$ cat config.mk
export PLATFORM = sky130hd
export DESIGN_NAME = sm_subtractor_seq
export DESIGN_NICKNAME = d
export VERILOG_FILES = /design/src/rtl/sm_arith_pkg.sv /design/src/rtl/serial_addsub_cell.sv /design/src/rtl/sm_subtractor_seq.sv
export SDC_FILE = /design/constraint.sdc
export NUM_CORES = 1
export LEC_CHECK = 0
export ABC_AREA = 1
export CAP_MARGIN = 20
export CORE_MARGIN = 2
export CORE_UTILIZATION = 53
export CTS_CLUSTER_SIZE = 20
export DETAILED_ROUTE_END_ITERATION = 7
export HOLD_SLACK_MARGIN = 0.12
export PLACE_DENSITY_LB_ADDON = 0.25
export SLEW_MARGIN = 20
export SYNTH_ARGS = -nofsm -noshare
export SYNTH_HDL_FRONTEND = slang
export SYNTH_SLANG_ARGS = --single-unit
$ cat constraint.sdc
create_clock -name iClk -period 1.61 [get_ports iClk]
set_input_delay 0.322 -clock iClk [delete_from_list [all_inputs] [get_ports iClk]]
set_output_delay 0.322 -clock iClk [all_outputs]
set_load 0.005 [all_outputs]
$ cat src/rtl/sm_arith_pkg.sv
// Shared types for the serial sign-magnitude arithmetic blocks.
package sm_arith_pkg;

    localparam int unsigned W_DEFAULT = 8;

    typedef enum logic [1:0] {
        IDLE,
        CALC,
        FIX,
        DONE
    } state_t;

    typedef enum logic {
        OP_ADD,
        OP_SUB
    } op_t;

endpackage

$ cat src/rtl/serial_addsub_cell.sv
// One-bit full adder / full subtractor used by the serial datapath.
module serial_addsub_cell
    import sm_arith_pkg::*;
(
    input  logic a,
    input  logic b,
    input  logic cin,
    input  op_t  op,
    output logic s,
    output logic cout
);

    always_comb begin
        s = a ^ b ^ cin;
        if (op == OP_ADD) begin
            cout = (a & b) | (cin & (a ^ b));
        end else begin
            cout = (~a & b) | (cin & ~(a ^ b));
        end
    end

endmodule

$ cat src/rtl/sm_subtractor_seq.sv
// Bit-serial a-b in unsigned or sign-magnitude format, start/busy/done handshake.
module sm_subtractor_seq
    import sm_arith_pkg::*;
#(
    parameter int unsigned W     = W_DEFAULT,
    parameter int unsigned CNT_W = 4
) (
    input  logic         iClk,
    input  logic         iRst,
    input  logic         iStart,
    input  logic         iSA,
    input  logic [W-1:0] iData_a,
    input  logic [W-1:0] iData_b,
    output logic         oBusy,
    output logic         oDone,
    output logic [W:0]   oData,
    output logic         oData_C
);

    state_t           state, stateNext;
    logic [CNT_W-1:0] cnt;
    logic [W-1:0]     aSh, bSh, resSh;
    logic             cf;
    logic             saR, signA;
    op_t              opR, startOp;
    logic             cellS, cellCout;
    logic [W-1:0]     magA, magB, negDiff;
    logic [W:0]       fixData;
    logic             fixC;

    serial_addsub_cell uCell (
        .a    (aSh[0]),
        .b    (bSh[0]),
        .cin  (cf),
        .op   (opR),
        .s    (cellS),
        .cout (cellCout)
    );

    assign magA = {1'b0, iData_a[W-2:0]};
    assign magB = {1'b0, iData_b[W-2:0]};

    // Opposite signs turn a-b into a magnitude addition.
    assign startOp = (iSA && (iData_a[W-1] != iData_b[W-1])) ? OP_ADD : OP_SUB;

    always_ff @(posedge iClk) begin
        if (iRst) begin
            state <= IDLE;
        end else begin
            state <= stateNext;
        end
    end

    always_comb begin
        stateNext = state;
        case (state)
            IDLE:    if (iStart) stateNext = CALC;
            CALC:    if (cnt == CNT_W'(W - 1)) stateNext = FIX;
            FIX:     stateNext = DONE;
            DONE:    stateNext = IDLE;
            default: stateNext = IDLE;
        endcase
    end

    always_comb begin
        negDiff = '0 - resSh;
        fixData = '0;
        fixC    = 1'b0;
        if (!saR) begin
            fixData = {cf, resSh};
            fixC    = cf;
        end else if (opR == OP_ADD) begin
            fixData = {signA, resSh};
            fixC    = resSh[W-1];
        end else if (!cf) begin
            fixData = {signA, resSh};
        end else begin
            fixData = {~signA, negDiff};
        end
        // Suppress negative zero, including the 0x80 input encoding.
        if (saR && (fixData[W-1:0] == '0)) begin
            fixData[W] = 1'b0;
        end
    end

    // Handshake outputs are registered, so they trail the state by one cycle.
    always_ff @(posedge iClk) begin
        if (iRst) begin
            oBusy   <= 1'b0;
            oDone   <= 1'b0;
            oData   <= '0;
            oData_C <= 1'b0;
            cnt     <= '0;
            aSh     <= '0;
            bSh     <= '0;
            resSh   <= '0;
            cf      <= 1'b0;
            saR     <= 1'b0;
            signA   <= 1'b0;
            opR     <= OP_SUB;
        end else begin
            oDone <= (state == DONE);
            oBusy <= (state == CALC) || (state == FIX);
            case (state)
                IDLE: begin
                    if (iStart) begin
                        saR   <= iSA;
                        signA <= iSA & iData_a[W-1];
                        opR   <= startOp;
                        aSh   <= iSA ? magA : iData_a;
                        bSh   <= iSA ? magB : iData_b;
                        resSh <= '0;
                        cf    <= 1'b0;
                        cnt   <= '0;
                    end
                end
                CALC: begin
                    aSh   <= aSh >> 1;
                    bSh   <= bSh >> 1;
                    resSh <= {cellS, resSh[W-1:1]};
                    cf    <= cellCout;
                    cnt   <= cnt + CNT_W'(1);
                end
                FIX: begin
                    oData   <= fixData;
                    oData_C <= fixC;
                end
                default: ;
            endcase
        end
    end

endmodule

Word-level counts from Yosys, hierarchy flattened
Index checks and enable logic that the tools add are counted.
Word-level totals
  flip-flop bits (word level): 46
  input port bits: 20
  output and inout bits: 12
  word-level logic and storage cells: 66
Cells by class
  add/subtract/negate cells: 2
  eq/ne operators: 7
  mux-type cells: 23
  bitwise operators: 12
  reductions and logical operators: 9
Operators by type and width (count)
  case mux 8 bit (2 select lines): 3
  two-way mux 8 bit: 5
  two-way mux 9 bit: 3
  zero test 8 bit: 1
  case mux 2 bit (4 select lines): 1
  case mux 4 bit (2 select lines): 1
  subtractor 1 x 8 -> 8 bit (first input constant): 1
  two-way mux 1 bit: 6
  AND reduction 2 bit: 3
  AND 1 bit: 5
  adder 4 x 1 -> 4 bit (second input constant): 1
  == test 2 bit (second input constant): 2
  == test 4 x 3 -> 1 bit (second input constant): 1
  two-way mux 2 bit: 2
  two-way mux 4 bit: 1
  inequality test 2 bit (second input constant): 2
  inverter 1 bit: 3
  == test 2 x 1 -> 1 bit (second input constant): 1
  logical AND 1 bit: 2
  zero test 2 bit: 1
  OR 1 bit: 2
  case mux 1 bit (2 select lines): 1
  nonzero test 2 bit: 1
  XOR 1 bit: 2
  other kinds (2): 2

Depth between registers and ports, before layout
Gate-level depths: netlist (run 1).
  depth in word-level cells: 7
  mapped depth: 11
  depth with buffers taken out: 11

By module
From an unflattened synthesis (run 1), not the netlist that was laid out.
Second synthesis, totals
  cells, all modules: 303
  area total of the unflattened synthesis: 2175.8 um2
Modules (own cells, without submodules)
  sm_subtractor_seq: times used 1, cells an instance 294, area an instance 2109.5 um2, seq. area each 920.9 um2
  serial_addsub_cell: times used 1, cells an instance 9, area an instance 66.3 um2, seq. area each 0.0 um2

Worst setup path after synthesis (run 1)
No wires, ideal clock.
  path kind: reg-to-reg
  start point: reg state[1]
  end point: reg bSh[7]
  library setup time: 70 ps
  arrival time: 1374 ps
  required time: 1540 ps
  setup slack: 165 ps
  stages on the path, launching flop included: 10
  path buffers: 2
  period minus slack after synthesis: 1445 ps
  cells stage by stage: dfxtp_1 -> inv_1 -> ha_1 -> buf_4 -> inv_1 -> o21ai_2 -> inv_1 -> buf_2 -> nand2_1 -> a21oi_1
On the way
  cells in the longest elaborated chain, start to end: 3
  elaborated cells on any way between the ends: 6
  those cells by class: 2 x eq/ne; 1 x mux; 3 x reduce/logical
RTL lines
  from (decl): RTL line sm_subtractor_seq.sv:20  | state_t state, stateNext;
  from (signal assigned): RTL line sm_subtractor_seq.sv:50  | state <= stateNext;
  == test 2 x 1 -> 1 bit / zero test 2 bit (equally long branches): RTL line sm_subtractor_seq.sv:104  | case (state)
  nonzero test 2 bit (no source line) / inequality test 2 bit (equally long branches)
  AND reduction 2 bit (no source line)
  to (signal assigned): RTL line sm_subtractor_seq.sv:111  | bSh <= iSA ? magB : iData_b;
  to (signal assigned): RTL line sm_subtractor_seq.sv:119  | bSh <= bSh >> 1;
  to (decl): RTL line sm_subtractor_seq.sv:22  | logic [W-1:0] aSh, bSh, resSh;
Several ways; a longest one is shown, not always the timed one.
A chain may end at the register's enable or synchronous reset.

Worst setup path in the final report (run 1)
  start point: reg state[1]
  end point: reg cnt[0]
On the way
  cells in the longest elaborated chain, start to end: 3
  elaborated cells on any way between the ends: 6
  those cells by class: 2 x eq/ne; 1 x mux; 3 x reduce/logical
RTL lines
  == test 2 x 1 -> 1 bit / zero test 2 bit (equally long branches): RTL line sm_subtractor_seq.sv:104
  nonzero test 2 bit (no source line) / inequality test 2 bit (equally long branches)
  AND reduction 2 bit (no source line)
  to (signal assigned): RTL line sm_subtractor_seq.sv:122  | cnt <= cnt + CNT_W'(1);
  to (decl): RTL line sm_subtractor_seq.sv:21  | logic [CNT_W-1:0] cnt;
Several ways; a longest one is shown, not always the timed one.

==> metrics list, run 1 <==
* Combinational family with the most area after synthesis: simple AND/OR/NAND/NOR gates
- Number of top-level design ports: 32
- Power Density: 1440 nW/um2
* Combinational fraction of design power: 38.8%
- The repair_antennas step left the layout with diodes totalling 0.
- Yosys warning count: 0
- The final critical path takes up 92.0% of the cycle.
* Final-stage net count: 358
- The worst setup path is of the register to register kind.
- The multi-input combinational cells in the finished layout cover a total of 1060 um2.
- Final number of hold-violating endpoints: 0
- Horizontal die dimension: 67.5 um
- In this run switching power makes up 36.3% of total power.
- Arrival time at the worst endpoint: 1.67 ns
- Final hold slack: 0.471 ns
- The run finished with clean final reports.
- Traced cell by cell, the critical path runs through inv_1 -> ha_2 -> inv_1 -> nor2_1 -> nor2_1 -> buf_4 -> o21ai_0 -> a21oi_1.
* Internal power: 2.44 mW
- Commonest register cell after synthesis: sky130_fd_sc_hd__dfxtp_1
- Portion of total power attributed to the clock network: 18.0%
- The tool flagged a number of max-cap violations equal to 0.
- Hold/Removal Path Class: register to register
- For this run, design rule violations remaining after detail routing come to 0.
- Sinks on Clock Net: 46
* DPL Wire Length: 3.46 mm
- The worst pin sits at a relative slew slack of 80.8%.
* Number of synthesized register bits: 46
- The worst hold path passes through 2 cells.
- Mean post-synth cell area: 7.35 um2
- The detail route stage leaves a number of antenna-violating nets equal to 0.
* First-pass detailed-route iteration total: 4
* Core Region: 3940 um2
* Category of the worst setup path launch point: register
- The later pin in the worst-skew pair is clocked with a latency of 0.30 ns.
- For the worst setup path, the data required time is 1.80 ns.
- Buffers inserted during clock tree synthesis total 5.
- Remaining global-route overflow: 0
- Counting flops with an async set or reset pin after synthesis yields a share of 0%.
* Critical Path Slowest Stage Cell: sky130_fd_sc_hd__dfxtp_1
* Total routing resource utilization after global routing: 24.0%
- For this block, the initial DRC count from the detailed router was 153.
- Synthesis produced a netlist with a net count of 319.
- The worst setup path is captured at a register.
* Synthesized-area fraction occupied by and/or/nand/nor cells: 23.6%
* Most common library cell in the layout ignoring fill and taps: sky130_fd_sc_hd__nand2_1
- Via count: 1,995
- Measured in cells, the most critical reg-to-reg path has a length of 8.
- Compound-gate portion of the synthesized area: 18.8%
- Entering global routing, the biggest net connects 18 pins.
- Register area: 925 um2
- Vias per cell: 5.26
- Initial Utilization: 54.3%
- The design draws 3.83 mW.
- H-tree levels: 2
* Area growth from synthesis to final layout: 24.8%
- The max-slew violation count is 0.
* Commonest cells after routing, fill and taps aside: sky130_fd_sc_hd__nand2_1, sky130_fd_sc_hd__dfxtp_1, sky130_fd_sc_hd__clkdlybuf4s50_1, sky130_fd_sc_hd__inv_1
- Slew @ Worst Pin: 0.288 ns
- Number of buffers inserted for hold repair after clock tree synthesis: 0
- Distinct cell type count after synthesis: 29
- Filler Cell Count: 306
- Buffer levels on the longest clock path: 2
- Worst voltage drop across the vdd grid: 0.00149 V
- Cells after synthesis: 291
* Core Rows: 23
- Subtracting the final worst setup slack from the clock period gives 1.48 ns.
- The synthesized netlist occupies a cell area of 2140 um2.
* Via count of the first global-routing pass: 1,867
- Registers are responsible for 43.2% of the overall power.
- Summed over all nets, the switching power comes to 1.39 mW.
- Xor and xnor area share after synthesis: 1.23%
- The routed design has 4.69 mm of wire.
* Leakage power figure: 1.13 nW
* Clock-pin transition on the worst setup and hold timing paths: 0.08 ns
- Highest net fanout along the worst path: 11
- DIE HEIGHT: 67.5 um
- In the final layout, the share of cells above drive strength 1 is 10.3%.
- Across the routed clock network, the largest skew measured is 0.00848 ns.
- Measured against the total synthesized area, the mux share comes to 0%.
- Number of buffers inserted to repair setup after CTS: 0
* Cell at the root of the clock tree: sky130_fd_sc_hd__clkbuf_8
* Gpl congestion: 0.816
- In this design, the stage delay of the slowest critical-path cell is 0.34 ns.
- Clock tree from TritonCTS: yes
- In the final routed layout, each cell accounts on average for 12.4 um.
* Maximum achievable frequency: 0.675 GHz
- Setup violations remaining at the end of the flow were counted as 0.
- Input and output buffers added on the ports amount to 31.
- Die Area: 4560 um2
* Number of antenna violations at the first check in global routing: 0
- The first global-routing pass estimated 8.21 mm of wire.
* Number of flops mapped to enable cells by yosys: 0
- After Yosys synthesis, full adders, half adders and majority gates account for 5.38% of the synthesized area.
- The share of the Yosys chip area taken by registers is 43.0%.
-- cell families (layout without fill, tap and decap cells) --
kind of cell | after synthesis | after routing
AND/OR/NAND/NOR | 117 | 117
AO/OA/AOI/OAI | 74 | 74
flip-flops | 46 | 46
buffers and inverters | 43 | 81
adder cells (fa/ha/maj) | 8 | 8
XOR/XNOR | 3 | 3
-- layer usage --
| metal | part of all wire (%) | GRT usage, % |
|---|---|---|
| met5 | 0 | 0 |
| met4 | 1.6 | 9.95 |
| met3 | 3.5 | 4.83 |
| met2 | 48 | 38.2 |
| met1 | 47 | 31.5 |
-- through the flow --
| stage | instances | util (%) | setup WS, ns | cell area [um2] | TNS, ns |
|---|---|---|---|---|---|
| 2_1_floorplan | 291 | - | 0.165 | 2140 | 0 |
| 3_3_place_gp | 373 | 65.0 | -0.00714 | 2560 | -0.00714 |
| 3_5_place_dp | 373 | 65.0 | -0.0502 | 2560 | -0.0565 |
| 4_1_cts | 379 | 67.1 | 0.0113 | 2650 | 0 |
| 5_1_grt | 379 | 67.7 | -0.0230 | 2670 | -0.0230 |
| 6_report | 379 | 67.7 | 0.129 | 2670 | 0 |
-- path summary, 6_finish.rpt --
check	from	endpoint	slack [ns]
min	aSh[3]	aSh[2]	0.47
max reg2reg	state[1]	cnt[0]	0.13
min reg2reg	aSh[3]	aSh[2]	0.47
max	state[1]	cnt[0]	0.13
-- Yosys cell counts, drive strengths merged, types with 2 or more instances --
master / number / area share [%]
nand2: 80 / 15
nor3: 2 / 0.47
clkbuf: 8 / 1.5
nor2: 14 / 3.2
nand3: 16 / 3.7
dfxtp: 46 / 43
ha: 6 / 3.5
a21oi: 27 / 6.3
o211ai: 3 / 1.1
inv: 29 / 5.1
a31oi: 15 / 4.4
fa: 2 / 1.9
nand4: 3 / 0.88
buf: 6 / 1.5
xor2: 2 / 0.82
o21ai: 28 / 6.7
-- power by group through the flow --
stage / Clock (mW) / Sequential [mW] / Combinational, mW
after floorplan: 0 / 1.63 / 0.904
final: 0.692 / 1.66 / 1.49
after global routing: 0.748 / 1.70 / 1.68
after global placement: 0 / 1.66 / 1.39
after detailed placement: 0 / 1.67 / 1.41
after CTS: 0.710 / 1.65 / 1.43
-- what timing repair did --
| action | in CTS | in global routing |
|---|---|---|
| cloned | 0 | 0 |
| setup endpoints to repair | 1 | 21 |
| endpoints found under the hold margin | 0 | 0 |
| gates resized for setup | 1 | 8 |
-- final cells by class --
| class | instances | area share (%) |
|---|---|---|
| clock buffers | 6 | 3.09 |
| well taps | 50 | 2.34 |
| multi-input cells | 202 | 39.7 |
| repair buffers | 46 | 16.1 |
| flip-flops and latches | 46 | 34.6 |
| inverters | 29 | 4.08 |
-- flip-flops by register name, summed over array words and instances, names as in the netlist --
name / count
oData: 9
aSh: 8
bSh: 8
resSh: 8
cnt: 4
state: 2
cf: 1
oBusy: 1
oData_C: 1
oDone: 1
opR: 1
saR: 1
signA: 1
-- worst max-delay path, delay by kind of cell, from the launching register on --
kind	cells	cell delay, ns
buffers and inverters	3	0.36
DFF	1	0.34
adders and majority gates	1	0.24
and+or+nand+nor	2	0.22
AOI/OAI and AO/OA	2	0.22
No activity file was read; power rests on OpenSTA's default activity.
==> run 2, diff against run 1 <==
- GPL_TIMING_DRIVEN: not set -> 0
==> run 2 against run 1 <==
  * The flow now finishes with violations (setup timing)
  * Flip-flop and latch count did not move
  * First-iteration DRC count fell by 29%
  * Register-to-register slack got worse by 0.14 ns
  * Clock skew barely moved
  * Global-route usage fell by 0.053 points
  * Clock power fell by 4.5%
  * Critical path depth rose by 1
  * Worst hold slack got worse by 0.010 ns
  * Combinational power rose by 27%
  * Wire length rose by 11%
  * Die area did not move
==> metrics list, run 2 (synthesis results as in run 1) <==
* Status: finished with violations
- The checks that failed: setup timing.
- Hold/Removal Path Class: primary input to register
- Worst-case setup margin in the final layout: -0.0115 ns
* Total routing resource utilization after global routing: 23.9%
* Register area: 927 um2
* Vias per cell: 5.28
- For this design the top-level I/O count stands at 32.
* Number of input and output port buffers inserted: 30
* Leakage power figure: 1.16 nW
* Insertion delay of the later-clocked pin in the worst-skew pair: 0.30 ns
* Die Area: 4560 um2
- The max-slew violation count is 0.
* Number of flip-flops under the largest register name: 9
- The initial antenna violation count was 0.
- The worst pin sits at a relative slew slack of 58.1%.
- ANT cells: 0
- Type of the worst setup path: register to register
* Final wirelength: 5.21 mm
* Sinks on Clock Net: 46
- Buffers inserted during clock tree synthesis total 5.
- The filler cells instantiated in the layout total 303.
- STA puts the critical path data required time at 1.80 ns.
- The detailed router placed 2,047 vias in this run.
- Pin count of the biggest net entering global routing: 13
- In this run, the number of DRC markers left after iteration 0 of detailed routing was 109.
- Across the run, the number of max-cap violations was 0.
- Reg with most FFs: oData
- Total negative slack: -0.0195 ns
- Final number of hold-violating endpoints: 0
- From bottom edge to top edge, the die measures 67.5 um.
- Period utilisation layout: 101%
- Remaining global-route overflow: 0
- In this run the horizontal extent of the chip is 67.5 um.
- Category of the worst setup path launch point: register
- Across the routed clock network, the largest skew measured is 0.00811 ns.
* RSZ-0062 raised after global routing: true
- In this run the worst path has a maximum fanout of 8.
- The H-tree was split into 2 levels.
* Final hold slack: 0.461 ns
- Timing would allow up to 0.617 GHz.
* Clock tree from TritonCTS: yes
- Core Region: 3940 um2
- Clock-pin slew was measured on the worst setup and hold paths at 0.08 ns.
* Final Total Pwr: 4.23 mW
* Final-stage net count: 366
* Initial Utilization: 54.3%
- Worst voltage drop across the vdd grid: 0.000896 V
* Critical path endpoint category: register
- The initialized floorplan defines 23 standard-cell rows.
- Routability-driven placement finished with a final weighted congestion of 0.820.
- For the pin with the worst max-slew slack, the measured transition is 0.629 ns.
* Final setup violation count: 2
- The longest clock path from root to sink contains 2 buffers.
- The first global-routing pass estimated 8.25 mm of wire.
* Cell at the root of the clock tree: sky130_fd_sc_hd__clkbuf_8
- Number of buffers inserted for hold repair after clock tree synthesis: 0
- For this run, the detailed router's first-pass iteration total came to 4.
* Commonest cells after routing, fill and taps aside: sky130_fd_sc_hd__nand2_1, sky130_fd_sc_hd__dfxtp_1, sky130_fd_sc_hd__clkdlybuf4s50_1, sky130_fd_sc_hd__inv_1
* Via count of the first global-routing pass: 1,820
- Detailed placement finished with a half-perimeter wire length of 3.45 mm.
- Area used by multi-input combinational logic: 1140 um2
- The count of nets left with antenna violations once routing finished came out at 0.
* Arrival time at the worst endpoint: 1.81 ns
- Leaving out fill and tap cells, the most frequent cell in the layout is sky130_fd_sc_hd__nand2_1.
* Area growth from synthesis to final layout: 30.4%
* Layout cells sized above 1: 17.8%
- In this run the power density over the cells is 1510 nW/um2.
- For the finished layout, the period the worst path requires is 1.62 ns.
* Routed len/inst: 13.4 um
* DRC violation count after routing: 0
[run 2: worst max-delay path: stages (launching register included)]
cell                         delay, ns
sky130_fd_sc_hd__dfxtp_2          0.34
sky130_fd_sc_hd__inv_2            0.07
sky130_fd_sc_hd__ha_4             0.12
sky130_fd_sc_hd__buf_6            0.13
sky130_fd_sc_hd__clkinvlp_4       0.13
sky130_fd_sc_hd__o21ai_4          0.28
sky130_fd_sc_hd__buf_6            0.13
sky130_fd_sc_hd__nand4_1          0.09
sky130_fd_sc_hd__xor2_1           0.17
sky130_fd_sc_hd__nor2_1           0.05
[run 2: layout make-up]
| cell class | instances | area share (%) |
|---|---|---|
| inverters | 29 | 4.04 |
| clock buffers | 7 | 2.74 |
| multi-input cells | 202 | 40.7 |
| repair buffers | 41 | 13.9 |
| plain buffers | 13 | 3.14 |
| flip-flops and latches | 46 | 33.2 |
| well taps | 50 | 2.24 |
[run 2: what timing repair did]
item / CTS / global route
cloned: 0 / 2
setup buffers: 1 / 8
pin swaps: 0 / 4
endpoints found under the setup margin: 25 / 29
gates resized for setup: 9 / 47
[run 2: metal layers]
| metal | wire length (um) | up-vias | track usage, % | share of wire, % |
|---|---|---|---|---|
| li1 | - | 1049 | - | - |
| met1 | 2470 | 951 | 33.8 | 47 |
| met2 | 2470 | 37 | 36.8 | 47 |
| met3 | 198 | 10 | 5.50 | 3.8 |
| met4 | 75 | 0 | 6.12 | 1.4 |
| met5 | 0 | - | 0 | 0 |
[run 2: path summary, 6_finish.rpt]
check,from,endpoint,slack (ns),cells past startpoint
worst max-delay path,state[1],cnt[3],-0.01,9
worst min-delay path,iRst,cnt[1],0.46,2
worst max register to register,state[1],cnt[3],-0.01,9
worst min register to register,aSh[7],aSh[7],0.47,2
[run 2: power by group]
group          internal [mW]  switching (mW)  total (mW)
sequential              1.45           0.224        1.68
combinational          0.873            1.01        1.89
clock                  0.299           0.362       0.661
[run 2: stage by stage]
stage / instance area, um2 / util, % / setup slack [ns] / std cells
2_1_floorplan: 2140 / - / 0.165 / 291
3_3_place_gp: 2500 / 63.5 / -0.134 / 371
3_5_place_dp: 2500 / 63.5 / -0.154 / 371
4_1_cts: 2610 / 66.3 / -0.00396 / 379
5_1_grt: 2790 / 70.8 / -0.0848 / 388
6_report: 2790 / 70.8 / -0.0115 / 388
